--- config.mk ---
export PLATFORM = sky130hd
export DESIGN_NAME = hazard_tracker
export DESIGN_NICKNAME = d
export VERILOG_FILES = /design/src/rtl/hazard_tracker.sv
export SDC_FILE = /design/constraint.sdc
export NUM_CORES = 1
export LEC_CHECK = 0
export CELL_PAD_IN_SITES_DETAIL_PLACEMENT = 1
export CELL_PAD_IN_SITES_GLOBAL_PLACEMENT = 1
export CORE_MARGIN = 10
export CORE_UTILIZATION = 36
export DETAILED_ROUTE_END_ITERATION = 7
export PLACE_DENSITY = 0.83
export SKIP_CTS_REPAIR_TIMING = 1
export SKIP_LAST_GASP = 1
export SLEW_MARGIN = 10
export SYNTH_ARGS = -nofsm -noshare
export SYNTH_HDL_FRONTEND = slang
export SYNTH_SLANG_ARGS = --single-unit
export TNS_END_PERCENT = 1
--- constraint.sdc ---
create_clock -name clk -period 2.1 [get_ports clk]
set_input_delay 0.63 -clock clk [delete_from_list [all_inputs] [get_ports clk]]
set_output_delay 0.63 -clock clk [all_outputs]
set_load 0.05 [all_outputs]
--- src/rtl/hazard_tracker.sv ---
// Purpose : carries register addresses and control tags D->E->M->W and derives the hazard-unit inputs.
// Latency : D tag visible in E after 1 cycle, M after 2, W after 3; Match_12D_E/PCWrPendingF are combinational on D.
// Backpressure: none held here; a stall arrives as FlushE, which bubbles E. Optional macro: HZT_R15_FILTER_EN.
module hazard_tracker #(
  parameter int CNT_W = 16
) (
  input  logic             clk,
  input  logic             reset,
  input  logic [3:0]       RA1D,
  input  logic [3:0]       RA2D,
  input  logic [3:0]       WA3D,
  input  logic             RegWriteD,
  input  logic             MemtoRegD,
  input  logic             BranchD,
  input  logic             PCSrcD,
  input  logic             CondExE,
  input  logic             StallD,
  input  logic             FlushE,
  input  logic             cnt_clr,
  output logic             Match_1E_M,
  output logic             Match_1E_W,
  output logic             Match_2E_M,
  output logic             Match_2E_W,
  output logic             Match_12D_E,
  output logic             RegWriteM,
  output logic             RegWriteW,
  output logic             MemtoRegE,
  output logic             PCSrcW,
  output logic             BranchTakenE,
  output logic             PCWrPendingF,
  output logic [3:0]       WA3W,
  output logic [CNT_W-1:0] stall_cnt,
  output logic [CNT_W-1:0] flush_cnt
);

  localparam logic [CNT_W-1:0] CNT_MAX = '1;
  localparam logic [CNT_W-1:0] CNT_ONE = {{(CNT_W-1){1'b0}}, 1'b1};

  // Address compare used by every Match output. With the R15 filter, PC reads
  // return PC+8 and never forward or interlock, so any compare touching R15 is 0.
  function automatic logic addr_eq(input logic [3:0] a, input logic [3:0] b);
`ifdef HZT_R15_FILTER_EN
    return (a == b) && (a != 4'd15) && (b != 4'd15);
`else
    return (a == b);
`endif
  endfunction

  // Execute stage state
  logic [3:0] ra1_e_q, ra1_e_d;
  logic [3:0] ra2_e_q, ra2_e_d;
  logic [3:0] wa3_e_q, wa3_e_d;
  logic       regwrite_e_q, regwrite_e_d;
  logic       memtoreg_e_q, memtoreg_e_d;
  logic       branch_e_q, branch_e_d;
  logic       pcsrc_e_q, pcsrc_e_d;

  // Memory stage state
  logic [3:0] wa3_m_q, wa3_m_d;
  logic       regwrite_m_q, regwrite_m_d;
  logic       pcsrc_m_q, pcsrc_m_d;

  // Writeback stage state
  logic [3:0] wa3_w_q, wa3_w_d;
  logic       regwrite_w_q, regwrite_w_d;
  logic       pcsrc_w_q, pcsrc_w_d;

  // Performance counters
  logic [CNT_W-1:0] stall_cnt_q, stall_cnt_d;
  logic [CNT_W-1:0] flush_cnt_q, flush_cnt_d;

  logic branch_taken_e;

  assign branch_taken_e = branch_e_q & CondExE;

  // E next state: addresses always load; FlushE turns the control tags into a bubble.
  // StallD deliberately does not hold E because the hazard unit always pairs it with FlushE.
  always_comb begin
    ra1_e_d      = RA1D;
    ra2_e_d      = RA2D;
    wa3_e_d      = WA3D;
    regwrite_e_d = RegWriteD & ~FlushE;
    memtoreg_e_d = MemtoRegD & ~FlushE;
    branch_e_d   = BranchD   & ~FlushE;
    pcsrc_e_d    = PCSrcD    & ~FlushE;
  end

  // M next state: architectural writes only survive if the E condition passed.
  always_comb begin
    wa3_m_d      = wa3_e_q;
    regwrite_m_d = regwrite_e_q & CondExE;
    pcsrc_m_d    = pcsrc_e_q & CondExE;
  end

  // W next state: straight copy of M.
  always_comb begin
    wa3_w_d      = wa3_m_q;
    regwrite_w_d = regwrite_m_q;
    pcsrc_w_d    = pcsrc_m_q;
  end

  // Counter next state: clear wins over increment; both saturate rather than wrap.
  always_comb begin
    stall_cnt_d = stall_cnt_q;
    flush_cnt_d = flush_cnt_q;
    if (cnt_clr) begin
      stall_cnt_d = '0;
      flush_cnt_d = '0;
    end else begin
      if (StallD && (stall_cnt_q != CNT_MAX)) begin
        stall_cnt_d = stall_cnt_q + CNT_ONE;
      end
      if (branch_taken_e && (flush_cnt_q != CNT_MAX)) begin
        flush_cnt_d = flush_cnt_q + CNT_ONE;
      end
    end
  end

  // E register; reset overrides everything including FlushE.
  always_ff @(posedge clk) begin
    if (reset) begin
      ra1_e_q      <= '0;
      ra2_e_q      <= '0;
      wa3_e_q      <= '0;
      regwrite_e_q <= 1'b0;
      memtoreg_e_q <= 1'b0;
      branch_e_q   <= 1'b0;
      pcsrc_e_q    <= 1'b0;
    end else begin
      ra1_e_q      <= ra1_e_d;
      ra2_e_q      <= ra2_e_d;
      wa3_e_q      <= wa3_e_d;
      regwrite_e_q <= regwrite_e_d;
      memtoreg_e_q <= memtoreg_e_d;
      branch_e_q   <= branch_e_d;
      pcsrc_e_q    <= pcsrc_e_d;
    end
  end

  // M register; reset discards any in-flight write tags.
  always_ff @(posedge clk) begin
    if (reset) begin
      wa3_m_q      <= '0;
      regwrite_m_q <= 1'b0;
      pcsrc_m_q    <= 1'b0;
    end else begin
      wa3_m_q      <= wa3_m_d;
      regwrite_m_q <= regwrite_m_d;
      pcsrc_m_q    <= pcsrc_m_d;
    end
  end

  // W register; reset discards any in-flight write tags.
  always_ff @(posedge clk) begin
    if (reset) begin
      wa3_w_q      <= '0;
      regwrite_w_q <= 1'b0;
      pcsrc_w_q    <= 1'b0;
    end else begin
      wa3_w_q      <= wa3_w_d;
      regwrite_w_q <= regwrite_w_d;
      pcsrc_w_q    <= pcsrc_w_d;
    end
  end

  // Counter registers; reset wins over cnt_clr and increment.
  always_ff @(posedge clk) begin
    if (reset) begin
      stall_cnt_q <= '0;
      flush_cnt_q <= '0;
    end else begin
      stall_cnt_q <= stall_cnt_d;
      flush_cnt_q <= flush_cnt_d;
    end
  end

  // Raw (or R15-filtered) address compares; RegWrite/MemtoReg qualification lives in the hazard unit.
  always_comb begin
    Match_1E_M  = addr_eq(ra1_e_q, wa3_m_q);
    Match_1E_W  = addr_eq(ra1_e_q, wa3_w_q);
    Match_2E_M  = addr_eq(ra2_e_q, wa3_m_q);
    Match_2E_W  = addr_eq(ra2_e_q, wa3_w_q);
    Match_12D_E = addr_eq(RA1D, wa3_e_q) | addr_eq(RA2D, wa3_e_q);
  end

  // Tag outputs for the hazard unit; PCWrPendingF spans D, E and M of an R15 writer.
  always_comb begin
    RegWriteM    = regwrite_m_q;
    RegWriteW    = regwrite_w_q;
    MemtoRegE    = memtoreg_e_q;
    PCSrcW       = pcsrc_w_q;
    BranchTakenE = branch_taken_e;
    PCWrPendingF = PCSrcD | pcsrc_e_q | pcsrc_m_q;
    WA3W         = wa3_w_q;
    stall_cnt    = stall_cnt_q;
    flush_cnt    = flush_cnt_q;
  end

endmodule

==> flow_summary.toml, run 1 <==
[setup_path]
ff2ff_path_depth = 4
path_class = "primary input to output pin"
crit_arrival_ns = 1.62
worstSetupStartpointType = "primary input"
cp_max_fo = 2
end_kind = "output pin"
required_ns = 1.47

[layout]
design_area_um2 = 3860
layout.nets = 417
syn2layout_area_growth_pct = 43.5
final_core_util_pct = 53.2
diodes = 0
fin_cells = 497
drive_gt1_share_pct = 24.6

[run]
maxCapViolations = 0

[place]
dpl_cell_area_um2 = 3630
io_buffers = 68
gp_congestion = 0.816
dp.cells = 481
place_worst_setup_slack_ns = -0.422
hpwlAfterDp_mm = 6.42

[sta]
hold_viol_final = 0
setup_viol = 2
relSlewSlack_pct = 66.2
tns_ns = -0.274
worstMarginPinSlew_ns = 0.502
rsz0062_at_grt = "yes"
hold_ws_ns = 0.463
finalCriticalPeriod_ns = 2.25
fmaxAchievable_ghz = 0.445
fin_ws_ns = -0.150
clock_skew_ns = 0.00801
period_share_pct = 107
drv_slew = 0

[synth]
yosysTopAreaCell = "dfxtp_1"
async_flop_share_pct = 0
seq_area_frac_synth_pct = 44.7
avgSynthCellArea_um2 = 9.03
synth_cells = 298
synth_area_um2 = 2690
synthesis.nets = 322
synth-seq-cells = 60
synthTopCellsByArea = "dfxtp_1 45%, xor2_1 6.5%, nor2b_1 5.1%"
synth_edf_count = 0
yosysUniqueCellTypes = 35
ys.warnings.count = 0
synth-main-ff-cell = "dfxtp_1"
synth_top_area_share_pct = 44.7

[clocking]
cts_sinks = 60
clk_latency_ns = 0.33
cts_max_path_buffers = 2
cts_root_buf = "clkbuf_8"
numCtsBuffers = 9
cts_tree = "built"
clk_pin_slew_ns = 0.07
htreeDepth = 3

[status]
violations = "negative setup slack"
outcome = "finished with violations"

[detailed_routing]
finalWirelength_mm = 8.32
dr.pass1.iters = 4
vias = 2606
viasPerCell = 5.24
drc = 0
detail_route.wl_per_cell_um = 16.7
wl_met3_um = 375
wl_met2_mm = 4.28
drtIter0Drc = 45
highest_layer = "met4"
wl_met1_mm = 3.57
drtAntennaViolNets = 0

[power_and_ir_drop]
p_leak_nw = 1.65
peakVddDrop_mv = 0.403
finalPower_mw = 2.52
p_per_area_nw_per_um2 = 653

[floorplan]
die_y_um = 106
num_rows = 31
core_area_um2 = 7250
die_area_um2 = 11300
die_w_um = 106
ios = 69
initial_core_util_pct = 37.1

[global_routing]
grt_remaining_overflow = 0
grt_pass1_vias = 2685
grt_pass1_wl_mm = 13.7
grt_max_degree = 26
grt_antenna_before_repair = 0
grtUsageTotal_pct = 14.6

[min_path]
worstHoldPathType = "flip-flop to flip-flop"
hold_depth = 1
## worst max-delay path, stage by stage
cell and delay (ns):
dlymetal6s2s_1 0.14, xor2_1 0.15, o41ai_2 0.36, bufbuf_16 0.34
## cell usage in the layout (no fill, tap or decap), drive strengths merged, types with 2 or more instances in the layout
| master | n |
|---|---|
| xnor2 | 4 |
| nand2 | 22 |
| clkdlybuf4s50 | 13 |
| nor3 | 6 |
| and3 | 5 |
| nor4 | 12 |
| nor2b | 22 |
| o41ai | 2 |
| and2 | 6 |
| or2 | 2 |
| a41o | 3 |
| dlymetal6s2s | 8 |
| nor2 | 10 |
| nand3 | 13 |
| nand4 | 11 |
| buf | 70 |
| inv | 6 |
| clkinv | 5 |
| or3 | 12 |
| ha | 2 |
| clkbuf | 10 |
| a31oi | 5 |
| dfxtp | 60 |
| or4 | 7 |
| a211oi | 3 |
| a21oi | 21 |
| mux2i | 5 |
| o21ai | 11 |
| xor2 | 20 |
| and3b | 2 |
| o31ai | 6 |
| and4 | 8 |
## flip-flops by register name, summed over array words and instances, names as in the netlist, 4 cells and up
register,count
ra1_e_q,4
ra2_e_q,4
flush_cnt,16
wa3_m_q,4
wa3_e_q,4
WA3W,4
stall_cnt,16
## routing by layer
metal	global-route usage (%)	vias to the layer above
li1	-	1293
met2	26.0	50
met3	3.93	8
met4	4.35	0
met1	16.7	1255
met5	0	-
## path summary, 6_finish.rpt
check                                  from                    endpoint  slack (ns)
setup / recovery                    RA2D[1]                 Match_12D_E       -0.15
setup reg to reg  stall_cnt[3]$_SDFFE_PP0P_  stall_cnt[15]$_SDFFE_PP0P_        0.19
hold / removal      regwrite_e_q$_SDFF_PP0_        RegWriteM$_SDFF_PP0_        0.46
hold reg to reg     regwrite_e_q$_SDFF_PP0_        RegWriteM$_SDFF_PP0_        0.46
## layout make-up
class	instances	area, um2
Clock buffer	9	124
Timing Repair Buffer	93	856
Inverter	5	18.8
Clock inverter	7	75.1
Sequential cell	60	1200
Fill cell	874	3390
Tap cell	99	124
Multi-Input combinational cell	224	1460
## logic make-up after synthesis
logic type | after synthesis | synth area share (%)
xor gates and xnor gates | 24 | 7.81
muxes | 5 | 1.86
adders and majority gates | 2 | 0.930
and+or+nand+nor | 139 | 30.4
DFF | 60 | 44.7
buffers and inverters | 14 | 1.95
AOI/OAI and AO/OA | 54 | 12.4
## cells in the mapped netlist, types with 2 or more instances
cell type and instances:
clkbuf_1 9, nand4_1 10, o31ai_1 6, and2_1 6, nand3_1 13, a41o_1 3, and3_1 5, or2_2 2
xnor2_1 4, or4_1 6, a211oi_1 3, a31oi_1 5, dfxtp_1 60, o41ai_1 2, mux2i_1 5, or3_1 12
xor2_1 20, a21oi_1 21, ha_1 2, nor4_1 11, nand2_1 22, and3b_1 2, nor2_1 10, nor2b_1 22
and4_1 8, inv_1 5, o21ai_0 11, nor3_1 6
## power by group
group          leakage, nW  switching (mW)  internal (mW)
registers            0.488          0.0216           1.16
clock network        0.104           0.492          0.554
logic                 1.06           0.145          0.149
total                 1.65           0.659           1.86
Power figures use the tool's default switching activity.
==> inputs of run 2 (changes only) <==
- clock period: 2.1 -> 2.4 ns (I/O delays scaled with it)
==> run 2 against run 1 <==
The flow still finishes with violations (negative setup slack). Highest routed layer unchanged. Count of clock-buffer cells in the layout unchanged. Largest cell class unchanged. Sequential share of layout area increased by 0.16 points. Largest power group unchanged. Wire length decreased by 0.78%. Clock skew decreased by 0.0014 ns.
==> flow_summary.toml, run 2 (synthesis gave the netlist of run 1 again) <==
[sta]
setup_viol = 2
drv_slew = 0
fmaxAchievable_ghz = 0.415
clock_skew_ns = 0.00657
finalCriticalPeriod_ns = 2.41
hold_viol_final = 0
tns_ns = -0.0152
worstMarginPinSlew_ns = 0.821
relSlewSlack_pct = 44.8
fin_ws_ns = -0.00970
period_share_pct = 100
rsz0062_at_grt = "yes"

[detailed_routing]
viasPerCell = 5.35
drc = 0
detail_route.wl_per_cell_um = 17.0
dr.pass1.iters = 4
drtIter0Drc = 92
finalWirelength_mm = 8.26
drtAntennaViolNets = 0
vias = 2596

[power_and_ir_drop]
p_int_mw = 1.52
p_seq_share_pct = 49.1
combPwrFrac_pct = 12.1
p_sw_uw = 588
peakVddDrop_mv = 0.334
p_per_area_nw_per_um2 = 549
p_clk_share_pct = 38.8
p_leak_nw = 1.51
switching_share_pct = 27.9

[setup_path]
crit_arrival_ns = 1.69
worstSetupStartpointType = "primary input"
regToRegSetupSlack_ns = 0.51
crit_slowest_cell = "clkdlybuf4s50_1"
end_kind = "output pin"
cp_slowest_stage_delay_ns = 0.42
path_class = "primary input to output pin"
cp_cell_sequence = "clkdlybuf4s50_1, or3_1, buf_4"
cp_max_fo = 2
required_ns = 1.68

[min_path]
worstHoldPathType = "flip-flop to flip-flop"

[floorplan]
initial_core_util_pct = 37.1
num_rows = 31
ios = 69
die_w_um = 106
die_area_um2 = 11300
die_y_um = 106
core_area_um2 = 7250

[status]
outcome = "finished with violations"
violations = "negative setup slack"

[layout]
final_common_cell = "dfxtp_1"
final_cell_mix = "60 x dfxtp_1, 50 x clkdlybuf4s50_1, 22 x nand2_1, 22 x nor2b_1, 21 x a21oi_1"
drive_gt1_share_pct = 12.4
layout.nets = 405
diodes = 0
syn2layout_area_growth_pct = 42.8
fin_cells = 485

[place]
dp.cells = 469
gp_congestion = 0.816
io_buffers = 68
hpwlAfterDp_mm = 6.42

[clocking]
cts_sinks = 60
cts_max_path_buffers = 2
clk_pin_slew_ns = 0.08
numCtsBuffers = 9
cts_tree = "built"
htreeDepth = 3
cts_root_buf = "clkbuf_8"
clk_latency_ns = 0.33

[global_routing]
grtUsageTotal_pct = 14.5
grt_pass1_vias = 2827
grt_max_degree = 26
grt_remaining_overflow = 0
grt_antenna_before_repair = 0
grt_pass1_wl_mm = 13.6

[run]
maxCapViolations = 0
## run 2: cell type report
class | instances | area, um2
fillers | 869 | 3410
multi-input cells | 224 | 1460
flip-flops and latches | 60 | 1200
repair buffers | 81 | 858
clock buffers | 9 | 124
well taps | 99 | 124
clock inverters | 7 | 52.6
inverters | 5 | 18.8
## run 2: per-layer routing
layer,GRT usage [%],vias up,part of all wire (%)
li1,-,1264,-
met1,16.4,1271,42
met2,24.6,54,51
met3,4.23,7,5.0
met4,6.67,0,1.4
met5,0,-,0
## run 2: power groups by stage
stage	clock network, mW	registers, mW	logic [mW]
final	0.819	1.04	0.255
after global routing	0.887	1.04	0.270
after CTS	0.833	1.04	0.255
after detailed placement	0	1.06	0.254
after global placement	0	1.06	0.246
after floorplan	0	1.07	0.112
## run 2: metrics by stage
step / hold slack [ns] / setup WS (ns) / total power, mW / utilization, % / instance area [um2]
2_1_floorplan: 0.429 / -0.342 / 1.18 / - / 2720
3_3_place_gp: 0.440 / -0.262 / 1.30 / 50.1 / 3640
3_5_place_dp: 0.460 / -0.294 / 1.31 / 50.1 / 3640
4_1_cts: 0.472 / -0.317 / 2.12 / 52.6 / 3810
5_1_grt: 0.488 / -0.0631 / 2.19 / 53.0 / 3840
6_report: 0.467 / -0.00970 / 2.11 / 53.0 / 3840
## run 2: final timing paths
path / startpoint / endpoint / depth (start not counted)
max: PCSrcD / PCWrPendingF / 3
min: pcsrc_m_q$_SDFF_PP0_ / PCSrcW$_SDFF_PP0_ / 1
max reg2reg: stall_cnt[0]$_SDFFE_PP0P_ / stall_cnt[1]$_SDFFE_PP0P_ / 5
min reg2reg: pcsrc_m_q$_SDFF_PP0_ / PCSrcW$_SDFF_PP0_ / 1
## run 2: worst max-delay path: cells and delay by family
kind          cells  cell delay [ns]
buf+inv           2             0.62
simple gates      1             0.35
==> inputs of run 3 (changes only) <==
- CORE_ASPECT_RATIO: default -> 0.75
- SLEW_MARGIN: 10 -> 20
==> run 3 against run 2 <==
The flow still finishes with violations (negative setup slack). Setup slack lost 0.011 ns. Cell count is 0.62% higher. Critical path depth up 1. Clock power up 21%. Wire length rose by 0.41%. Sequential share of layout area shrank 0.46 points.
==> flow_summary.toml, run 3 (synthesis gave the netlist of run 1 again) <==
[status]
outcome = "finished with violations"
violations = "negative setup slack"

[sta]
hold_viol_final = 0
finalCriticalPeriod_ns = 2.42
tns_ns = -0.0439
drv_slew = 0
fin_ws_ns = -0.0210
period_share_pct = 101
rsz0062_at_grt = "yes"
clock_skew_ns = 0.00775
hold_ws_ns = 0.463
fmaxAchievable_ghz = 0.413
relSlewSlack_pct = 47.2
setup_viol = 3
worstMarginPinSlew_ns = 0.785

[place]
place_worst_setup_slack_ns = -0.344
gp_congestion = 0.789
hpwlAfterDp_mm = 6.36
io_buffers = 68
dp.cells = 472
dpl_cell_area_um2 = 3640

[floorplan]
die_w_um = 120
core_area_um2 = 7300
ios = 69
num_rows = 27
die_area_um2 = 11400
die_y_um = 94.9
initial_core_util_pct = 36.9

[setup_path]
worstSetupStartpointType = "primary input"
end_kind = "output pin"
regToRegSetupSlack_ns = 0.53
path_class = "primary input to output pin"
crit_arrival_ns = 1.70
cp_max_fo = 2
required_ns = 1.68

[layout]
drive_gt1_share_pct = 13.2
syn2layout_area_growth_pct = 44.9
final_cell_mix = "60 x dfxtp_1, 47 x clkdlybuf4s50_1, 22 x nand2_1, 22 x nor2b_1, 21 x a21oi_1"
fin_cells = 488
n_fill_cell = 868
multiInputGateArea_um2 = 1470
design_area_um2 = 3900
regArea_um2 = 1200
final_common_cell = "dfxtp_1"
layout.nets = 406
final_core_util_pct = 53.4
diodes = 0

[power_and_ir_drop]
p_leak_nw = 1.55
p_per_area_nw_per_um2 = 585
peakVddDrop_mv = 0.254
finalPower_mw = 2.28

[clocking]
numCtsBuffers = 9
cts_tree = "built"
clk_pin_slew_ns = 0.07
htreeDepth = 3
cts_sinks = 60
clk_latency_ns = 0.34
cts_root_buf = "clkbuf_8"
cts_max_path_buffers = 2

[global_routing]
grt_pass1_wl_mm = 13.8
grt_pass1_vias = 2629
grt_remaining_overflow = 0
grt_antenna_before_repair = 0
grt_max_degree = 26
grtUsageTotal_pct = 15.2

[detailed_routing]
dr.pass1.iters = 4
drtIter0Drc = 70
drc = 0
finalWirelength_mm = 8.29
detail_route.wl_per_cell_um = 17.0
vias = 2586
drtAntennaViolNets = 0
viasPerCell = 5.30

[run]
maxCapViolations = 0

[min_path]
worstHoldPathType = "flip-flop to flip-flop"
[run 3: final cells by class]
class                      instances  area share [%]
clock buffer                      10            3.27
timing repair buffer              82            22.2
sequential                        60            30.8
inverter                           5           0.481
tap                              101            3.24
multi-input combinational        224            37.7
clock inverter                     6            2.28
[run 3: final timing paths]
kind,depth (start not counted),end,startpoint
worst max register to register,4,stall_cnt[15]$_SDFFE_PP0P_,stall_cnt[2]$_SDFFE_PP0P_
worst min-delay path,1,PCSrcW$_SDFF_PP0_,pcsrc_m_q$_SDFF_PP0_
worst max-delay path,4,Match_12D_E,RA2D[0]
worst min register to register,1,PCSrcW$_SDFF_PP0_,pcsrc_m_q$_SDFF_PP0_
[run 3: layer usage]
layer  vias to the layer above  global-route usage, %  routed length, um
li1                       1269                      -                  -
met1                      1247                   18.3               3790
met2                        60                   24.0               3880
met3                        10                   6.38                540
met4                         0                   5.21                 89
met5                         -                      0                  0
[run 3: critical path: stages]
cell and delay, ns:
dlymetal6s2s_1 0.14, xor2_1 0.15, o41ai_2 0.36, bufbuf_16 0.33
[run 3: where the power goes]
part	total [mW]	leakage, nW	internal, mW	switching [mW]
combinational	0.252	0.962	0.126	0.126
clock	0.992	0.102	0.584	0.409
sequential	1.04	0.488	1.02	0.0195
